## src/rtl/rv_fetch_unit_if.sv

```systemverilog
// Fetch-unit bundle: instruction memory port, redirect input, decode handshake and counters.
// The master side belongs to rv_fetch_unit; the slave side belongs to memory, branch logic and decode.
interface rv_fetch_unit_if #(
    parameter int unsigned XLEN  = 64,
    parameter int unsigned CNT_W = 23
);
    logic [XLEN-1:0]  imem_addr;
    logic             imem_req;
    logic [31:0]      imem_rdata;
    logic             redirect_valid;
    logic [XLEN-1:0]  redirect_pc;
    logic             inst_valid;
    logic             inst_ready;
    logic [31:0]      inst;
    logic [XLEN-1:0]  inst_pc;
    logic [CNT_W-1:0] cycle_cnt;
    logic [CNT_W-1:0] fetch_cnt;

    modport master (
        output imem_addr, imem_req,
        input  imem_rdata,
        input  redirect_valid, redirect_pc,
        output inst_valid, inst, inst_pc,
        input  inst_ready,
        output cycle_cnt, fetch_cnt
    );

    modport slave (
        input  imem_addr, imem_req,
        output imem_rdata,
        output redirect_valid, redirect_pc,
        input  inst_valid, inst, inst_pc,
        output inst_ready,
        input  cycle_cnt, fetch_cnt
    );
endinterface

```

## src/rtl/rv_fetch_unit.sv

```systemverilog
// Instruction fetch front end: PC, DEPTH-entry prefetch queue toward decode, redirect flush, counters.
// Fetched words appear at decode one cycle after fetch; fetching stalls only when the queue is full and decode is not popping.
module rv_fetch_unit #(
    parameter int unsigned      XLEN     = 64,
    parameter int unsigned      DEPTH    = 4,
    parameter logic [XLEN-1:0]  RESET_PC = '0,
    parameter int unsigned      CNT_W    = 23
) (
    input  logic               clk,
    input  logic               rst,
    rv_fetch_unit_if.master    bus
);
    localparam int unsigned   AW   = $clog2(DEPTH);
    localparam int unsigned   CW   = AW + 1;
    localparam logic [31:0]   NOP  = 32'h0000_0013;
    localparam logic [CW-1:0] FULL = CW'(DEPTH);

    logic [XLEN-1:0]  fetch_pc_q, fetch_pc_d;
    logic [AW-1:0]    rd_ptr_q, rd_ptr_d;
    logic [AW-1:0]    wr_ptr_q, wr_ptr_d;
    logic [CW-1:0]    count_q, count_d;
    logic [CNT_W-1:0] cycle_cnt_q;
    logic [CNT_W-1:0] fetch_cnt_q;
    logic [XLEN-1:0]  pc_mem_q   [DEPTH];
    logic [31:0]      inst_mem_q [DEPTH];
    logic             push;
    logic             pop;
    logic             head_vld;

    assign head_vld = (count_q != '0);
    assign pop      = head_vld && bus.inst_ready;
    // A pop frees a slot in the same cycle, so a full queue still streams at one per cycle.
    assign push     = !rst && !bus.redirect_valid && ((count_q != FULL) || pop);

    always_comb begin
        fetch_pc_d = fetch_pc_q;
        rd_ptr_d   = rd_ptr_q;
        wr_ptr_d   = wr_ptr_q;
        count_d    = count_q;
        if (bus.redirect_valid) begin
            fetch_pc_d = bus.redirect_pc & ~XLEN'(3);
            rd_ptr_d   = '0;
            wr_ptr_d   = '0;
            count_d    = '0;
        end else begin
            if (push) begin
                wr_ptr_d   = wr_ptr_q + AW'(1);
                fetch_pc_d = fetch_pc_q + XLEN'(4);
            end
            if (pop) begin
                rd_ptr_d = rd_ptr_q + AW'(1);
            end
            count_d = count_q + CW'(push) - CW'(pop);
        end
    end

    always_ff @(posedge clk) begin
        if (rst) begin
            fetch_pc_q  <= RESET_PC;
            rd_ptr_q    <= '0;
            wr_ptr_q    <= '0;
            count_q     <= '0;
            cycle_cnt_q <= '0;
            fetch_cnt_q <= '0;
        end else begin
            fetch_pc_q  <= fetch_pc_d;
            rd_ptr_q    <= rd_ptr_d;
            wr_ptr_q    <= wr_ptr_d;
            count_q     <= count_d;
            cycle_cnt_q <= cycle_cnt_q + CNT_W'(1);
            // A pop coinciding with a redirect is still a completed handshake.
            if (pop) begin
                fetch_cnt_q <= fetch_cnt_q + CNT_W'(1);
            end
        end
    end

    always_ff @(posedge clk) begin
        if (push) begin
            pc_mem_q[wr_ptr_q]   <= fetch_pc_q;
            inst_mem_q[wr_ptr_q] <= bus.imem_rdata;
        end
    end

    assign bus.imem_addr  = fetch_pc_q;
    assign bus.imem_req   = push;
    assign bus.inst_valid = head_vld;
    assign bus.inst       = head_vld ? inst_mem_q[rd_ptr_q] : NOP;
    assign bus.inst_pc    = head_vld ? pc_mem_q[rd_ptr_q] : '0;
    assign bus.cycle_cnt  = cycle_cnt_q;
    assign bus.fetch_cnt  = fetch_cnt_q;
endmodule

```

## src/flat_wrapper.sv

```systemverilog
// flat-port wrapper written by rule: the top's interface ports become plain ports
module rv_fetch_unit_flat 
#(
    parameter int unsigned      XLEN     = 64,
    parameter int unsigned      DEPTH    = 4,
    parameter logic [XLEN-1:0]  RESET_PC = '0,
    parameter int unsigned      CNT_W    = 23
)
  (clk, rst, bus_imem_addr, bus_imem_req, bus_imem_rdata, bus_redirect_valid, bus_redirect_pc, bus_inst_valid, bus_inst, bus_inst_pc, bus_inst_ready, bus_cycle_cnt, bus_fetch_cnt);
  rv_fetch_unit_if #(.XLEN(XLEN), .CNT_W(CNT_W)) bus_i ();
  input  logic clk;
  input  logic rst;
  output wire logic [$bits(bus_i.imem_addr)-1:0] bus_imem_addr;
  output wire logic [$bits(bus_i.imem_req)-1:0] bus_imem_req;
  input wire logic [$bits(bus_i.imem_rdata)-1:0] bus_imem_rdata;
  input wire logic [$bits(bus_i.redirect_valid)-1:0] bus_redirect_valid;
  input wire logic [$bits(bus_i.redirect_pc)-1:0] bus_redirect_pc;
  output wire logic [$bits(bus_i.inst_valid)-1:0] bus_inst_valid;
  output wire logic [$bits(bus_i.inst)-1:0] bus_inst;
  output wire logic [$bits(bus_i.inst_pc)-1:0] bus_inst_pc;
  input wire logic [$bits(bus_i.inst_ready)-1:0] bus_inst_ready;
  output wire logic [$bits(bus_i.cycle_cnt)-1:0] bus_cycle_cnt;
  output wire logic [$bits(bus_i.fetch_cnt)-1:0] bus_fetch_cnt;
  assign bus_imem_addr = bus_i.imem_addr;
  assign bus_imem_req = bus_i.imem_req;
  assign bus_i.imem_rdata = bus_imem_rdata;
  assign bus_i.redirect_valid = bus_redirect_valid;
  assign bus_i.redirect_pc = bus_redirect_pc;
  assign bus_inst_valid = bus_i.inst_valid;
  assign bus_inst = bus_i.inst;
  assign bus_inst_pc = bus_i.inst_pc;
  assign bus_i.inst_ready = bus_inst_ready;
  assign bus_cycle_cnt = bus_i.cycle_cnt;
  assign bus_fetch_cnt = bus_i.fetch_cnt;
  rv_fetch_unit #(.XLEN(XLEN), .DEPTH(DEPTH), .RESET_PC(RESET_PC), .CNT_W(CNT_W)) u_core (.clk(clk), .rst(rst), .bus(bus_i));
endmodule
```

## config.mk

```make
export PLATFORM = sky130hd
export DESIGN_NAME = rv_fetch_unit_flat
export DESIGN_NICKNAME = d
export VERILOG_FILES = /design/src/rtl/rv_fetch_unit_if.sv /design/src/rtl/rv_fetch_unit.sv /design/src/flat_wrapper.sv
export SDC_FILE = /design/constraint.sdc
export NUM_CORES = 1
export LEC_CHECK = 0
export CELL_PAD_IN_SITES_DETAIL_PLACEMENT = 1
export CELL_PAD_IN_SITES_GLOBAL_PLACEMENT = 1
export CORE_ASPECT_RATIO = 1.4
export CORE_MARGIN = 10
export CORE_UTILIZATION = 40
export CTS_CLUSTER_SIZE = 25
export DETAILED_ROUTE_END_ITERATION = 6
export PLACE_DENSITY_LB_ADDON = 0.1
export RECOVER_POWER = 100
export SETUP_SLACK_MARGIN = 0.05
export SKIP_LAST_GASP = 1
export SYNTH_ARGS = -nofsm -noshare
export SYNTH_HDL_FRONTEND = slang
export SYNTH_SLANG_ARGS = --single-unit
```

## constraint.sdc

```tcl
create_clock -name clk -period 4.2 [get_ports clk]
set_input_delay 0.84 -clock clk [delete_from_list [all_inputs] [get_ports clk]]
set_output_delay 0.84 -clock clk [all_outputs]
set_load 0.02 [all_outputs]
```

==> impl_metrics.yaml <==
clock_tree:
  htree_num_levels: 2
  root_buffer: "clkbuf_16"
  post_cts_resized: 0
  numCtsBuffers: 49
  clk_pin_slew_worst_paths_ns: 0.06
  post_cts_buffers: 0
  cts.sinks: 493
  cts_tree: "yes"
  cts_hold_buf: 0
  clock_path_buffers: 3
  insertion_delay_ns: 0.57
detailed_routing:
  routed_wl_mm: 60.5
  drt-vias-per-instance: 5.50
  post_drt_wl_per_cell_um: 25.3
  drt_iter0_drc: 658
  antenna_left: 0
  drc: 0
  drtPass1Iterations: 5
  vias: 13200
sta:
  clock_skew_ns: 0.0229
  postLayoutSetupSlackWorst_ns: 0.319
  rsz0062_at_grt: "no"
  post-route-min-period_ns: 3.88
  holdWs_ns: 0.475
  fmax_ghz: 0.258
  relSlewSlack: -0.440
  slew_viol_final: 258
  max_slew.worst_pin.slew_ns: 2.16
  min_period_over_period: 0.924
  setup_viol: 0
  hold_viol: 0
  fin_tns_setup_ns: 0
pwr:
  pwr-share-comb: 0.088
  p_sw_frac: 0.233
  power.share.clock: 0.401
  p_seq_frac: 0.510
  power.density_nw_per_um2: 419
  leakagePower_nw: 8.81
  irDropWorstVdd_uv: 388
  power_switching_mw: 2.52
  intPower_mw: 8.31
critical_path:
  crit_fanout: 60
  worstSetupPathType: "in -> reg"
  worstPathArrival_ns: 4.07
  cp-start-kind: "input pin"
  crit_required_ns: 4.39
  ff2ff_setup_slack_ns: 0.47
  cp-end-kind: "flip-flop"
synthesis:
  synthCells: 1385
  netlist_top_cells_area: "edfxtp_1, dfxtp_1, mux4_2, and2_1, nor2_1"
  synth.most_common_cell: "edfxtp_1"
  netlist_top_cells_count: "edfxtp_1, dfxtp_1, nor2_1, and2_1, mux4_2"
  syn_area_per_cell_um2: 14.7
  ys.flop_type: "edfxtp_1"
  synth_edf_count: 376
  synthArstFlopShare: 0
  seq_area_frac_synth: 0.668
  ys_types: 55
  yosysTopAreaCellShare: 0.554
  netlist_area_um2: 20400
  synth_top_area_cell: "edfxtp_1"
  ys_seq_elements: 493
  synth-warning-count: 0
outcome:
  violations: "max-capacitance violations, max-slew violations"
  status: "complete, but fails checks"
placement:
  place_area_um2: 24400
  portBuffers: 301
  dpl.cell_count: 2298
  post-place-ws_ns: 0.530
  gp_congestion: 0.788
  place_hpwl_mm: 40.7
floorplan:
  rows: 97
  core_um2: 50200
  die_x_um: 211
  fp.dieH_um: 287
  io_pins: 308
  die_area_um2: 60600
  initial_core_util: 0.406
flow_run:
  maxCapViolations: 5
finish:
  postLayoutCellArea_um2: 25800
  synthToLayoutAreaGrowth_pct: 26.7
  fillers: 4989
  drive_gt1_frac: 0.122
  finalNonFillerCells: 2394
  nets: 1816
global_routing:
  grt_max_degree: 70
  grt_pass1_vias: 14400
  track_usage: 0.198
  antenna_found_initial: 12
  grt_pass1_wl_mm: 91.0
  grt.overflow.total: 0
worst_hold_path:
  hold_class: "reg -> reg"
==> worst max-delay path, stage by stage <==
cell,delay (ns)
dlygate4sd3_1,0.62
or4b_1,0.37
and3_2,1.50
clkbuf_2,0.72
==> state kept, by name, indices dropped and copies added (netlist names), named ones only <==
name,count
u_core.rd_ptr_q,2
u_core.inst_mem_q,128
u_core.bus.fetch_cnt,23
u_core.pc_mem_q,248
u_core.count_q,3
u_core.bus.cycle_cnt,23
u_core.wr_ptr_q,2
u_core.bus.imem_addr,62
==> per-stage QoR <==
step	util	total power, mW
after floorplan	-	6.08
after global placement	0.485	6.64
after detailed placement	0.485	6.67
after CTS	0.516	11.0
after global routing	0.514	11.2
final	0.514	10.8
==> metal layers <==
layer / vias to the layer above / share of wire / global-route usage
met5: - / 0.0014 / 0
met4: 16 / 0.019 / 0.0455
met3: 76 / 0.064 / 0.0549
met2: 345 / 0.53 / 0.358
met1: 6766 / 0.39 / 0.226
li1: 5969 / - / -
==> layout make-up <==
type	count	area, um2	share of cell area
tap	643	805	0.0311
inverter	26	97.6	0.00378
clock inverter	23	231	0.00896
clock buffer	68	1350	0.0522
multi-input combinational	793	6390	0.247
timing repair buffer	343	3310	0.128
antenna	5	12.5	0.000484
sequential	493	13600	0.528
==> worst paths after layout <==
check / from / endpoint / cells past startpoint
max: bus_inst_ready / u_core.inst_mem_q[2][3]$_DFFE_PP_ / 4
min: u_core.bus.cycle_cnt[0]$_SDFF_PP0_ / u_core.bus.cycle_cnt[0]$_SDFF_PP0_ / 1
max reg2reg: u_core.bus.imem_addr[5]$_SDFFE_PP0P_ / u_core.bus.imem_addr[63]$_SDFFE_PP0P_ / 7
min reg2reg: u_core.bus.cycle_cnt[0]$_SDFF_PP0_ / u_core.bus.cycle_cnt[0]$_SDFF_PP0_ / 1
==> kinds of logic after synthesis <==
family | synth area share
buffers and inverters | 0.0195
adders and majority gates | 0.00650
xor gates and xnor gates | 0.0288
AOI/OAI and AO/OA | 0.0372
other | 0.000184
muxes | 0.109
and+or+nand+nor | 0.131
DFF | 0.668
==> power by group through the flow <==
stage | registers (mW) | clock network [mW] | logic (mW)
after global placement | 5.62 | 0 | 1.03
after detailed placement | 5.63 | 0 | 1.04
after global routing | 5.54 | 4.65 | 1.03
after CTS | 5.53 | 4.46 | 1.04
after floorplan | 5.64 | 0 | 0.440
final | 5.52 | 4.35 | 0.957
==> cells in the final DEF (no fill, tap or decap), types with 5 or more instances in the layout <==
cell type / synthesis / routed
a211oi_1: 20 / 20
a21oi_1: 25 / 25
a311oi_1: 13 / 13
and2_0: 0 / 7
and2_1: 98 / 91
and3_1: 20 / 18
and4_1: 8 / 8
buf_12: 0 / 5
buf_4: 4 / 15
clkbuf_1: 53 / 31
clkbuf_16: 0 / 50
clkbuf_2: 0 / 6
clkdlybuf4s50_1: 0 / 75
clkinv_2: 0 / 11
dfxtp_1: 117 / 115
diode_2: 0 / 5
dlygate4sd3_1: 0 / 224
edfxtp_1: 376 / 376
ha_1: 9 / 9
inv_1: 25 / 25
mux2i_1: 9 / 9
mux4_2: 94 / 94
nand2_1: 58 / 58
nand3_1: 59 / 59
nand4_1: 40 / 41
nor2_1: 112 / 112
nor3_1: 28 / 28
nor4_1: 22 / 21
o21ai_0: 20 / 20
o31ai_1: 8 / 8
or2_2: 5 / 5
or3_1: 17 / 17
or4_1: 10 / 10
xnor2_1: 36 / 36
xor2_1: 31 / 31
Power figures use the tool's default switching activity.
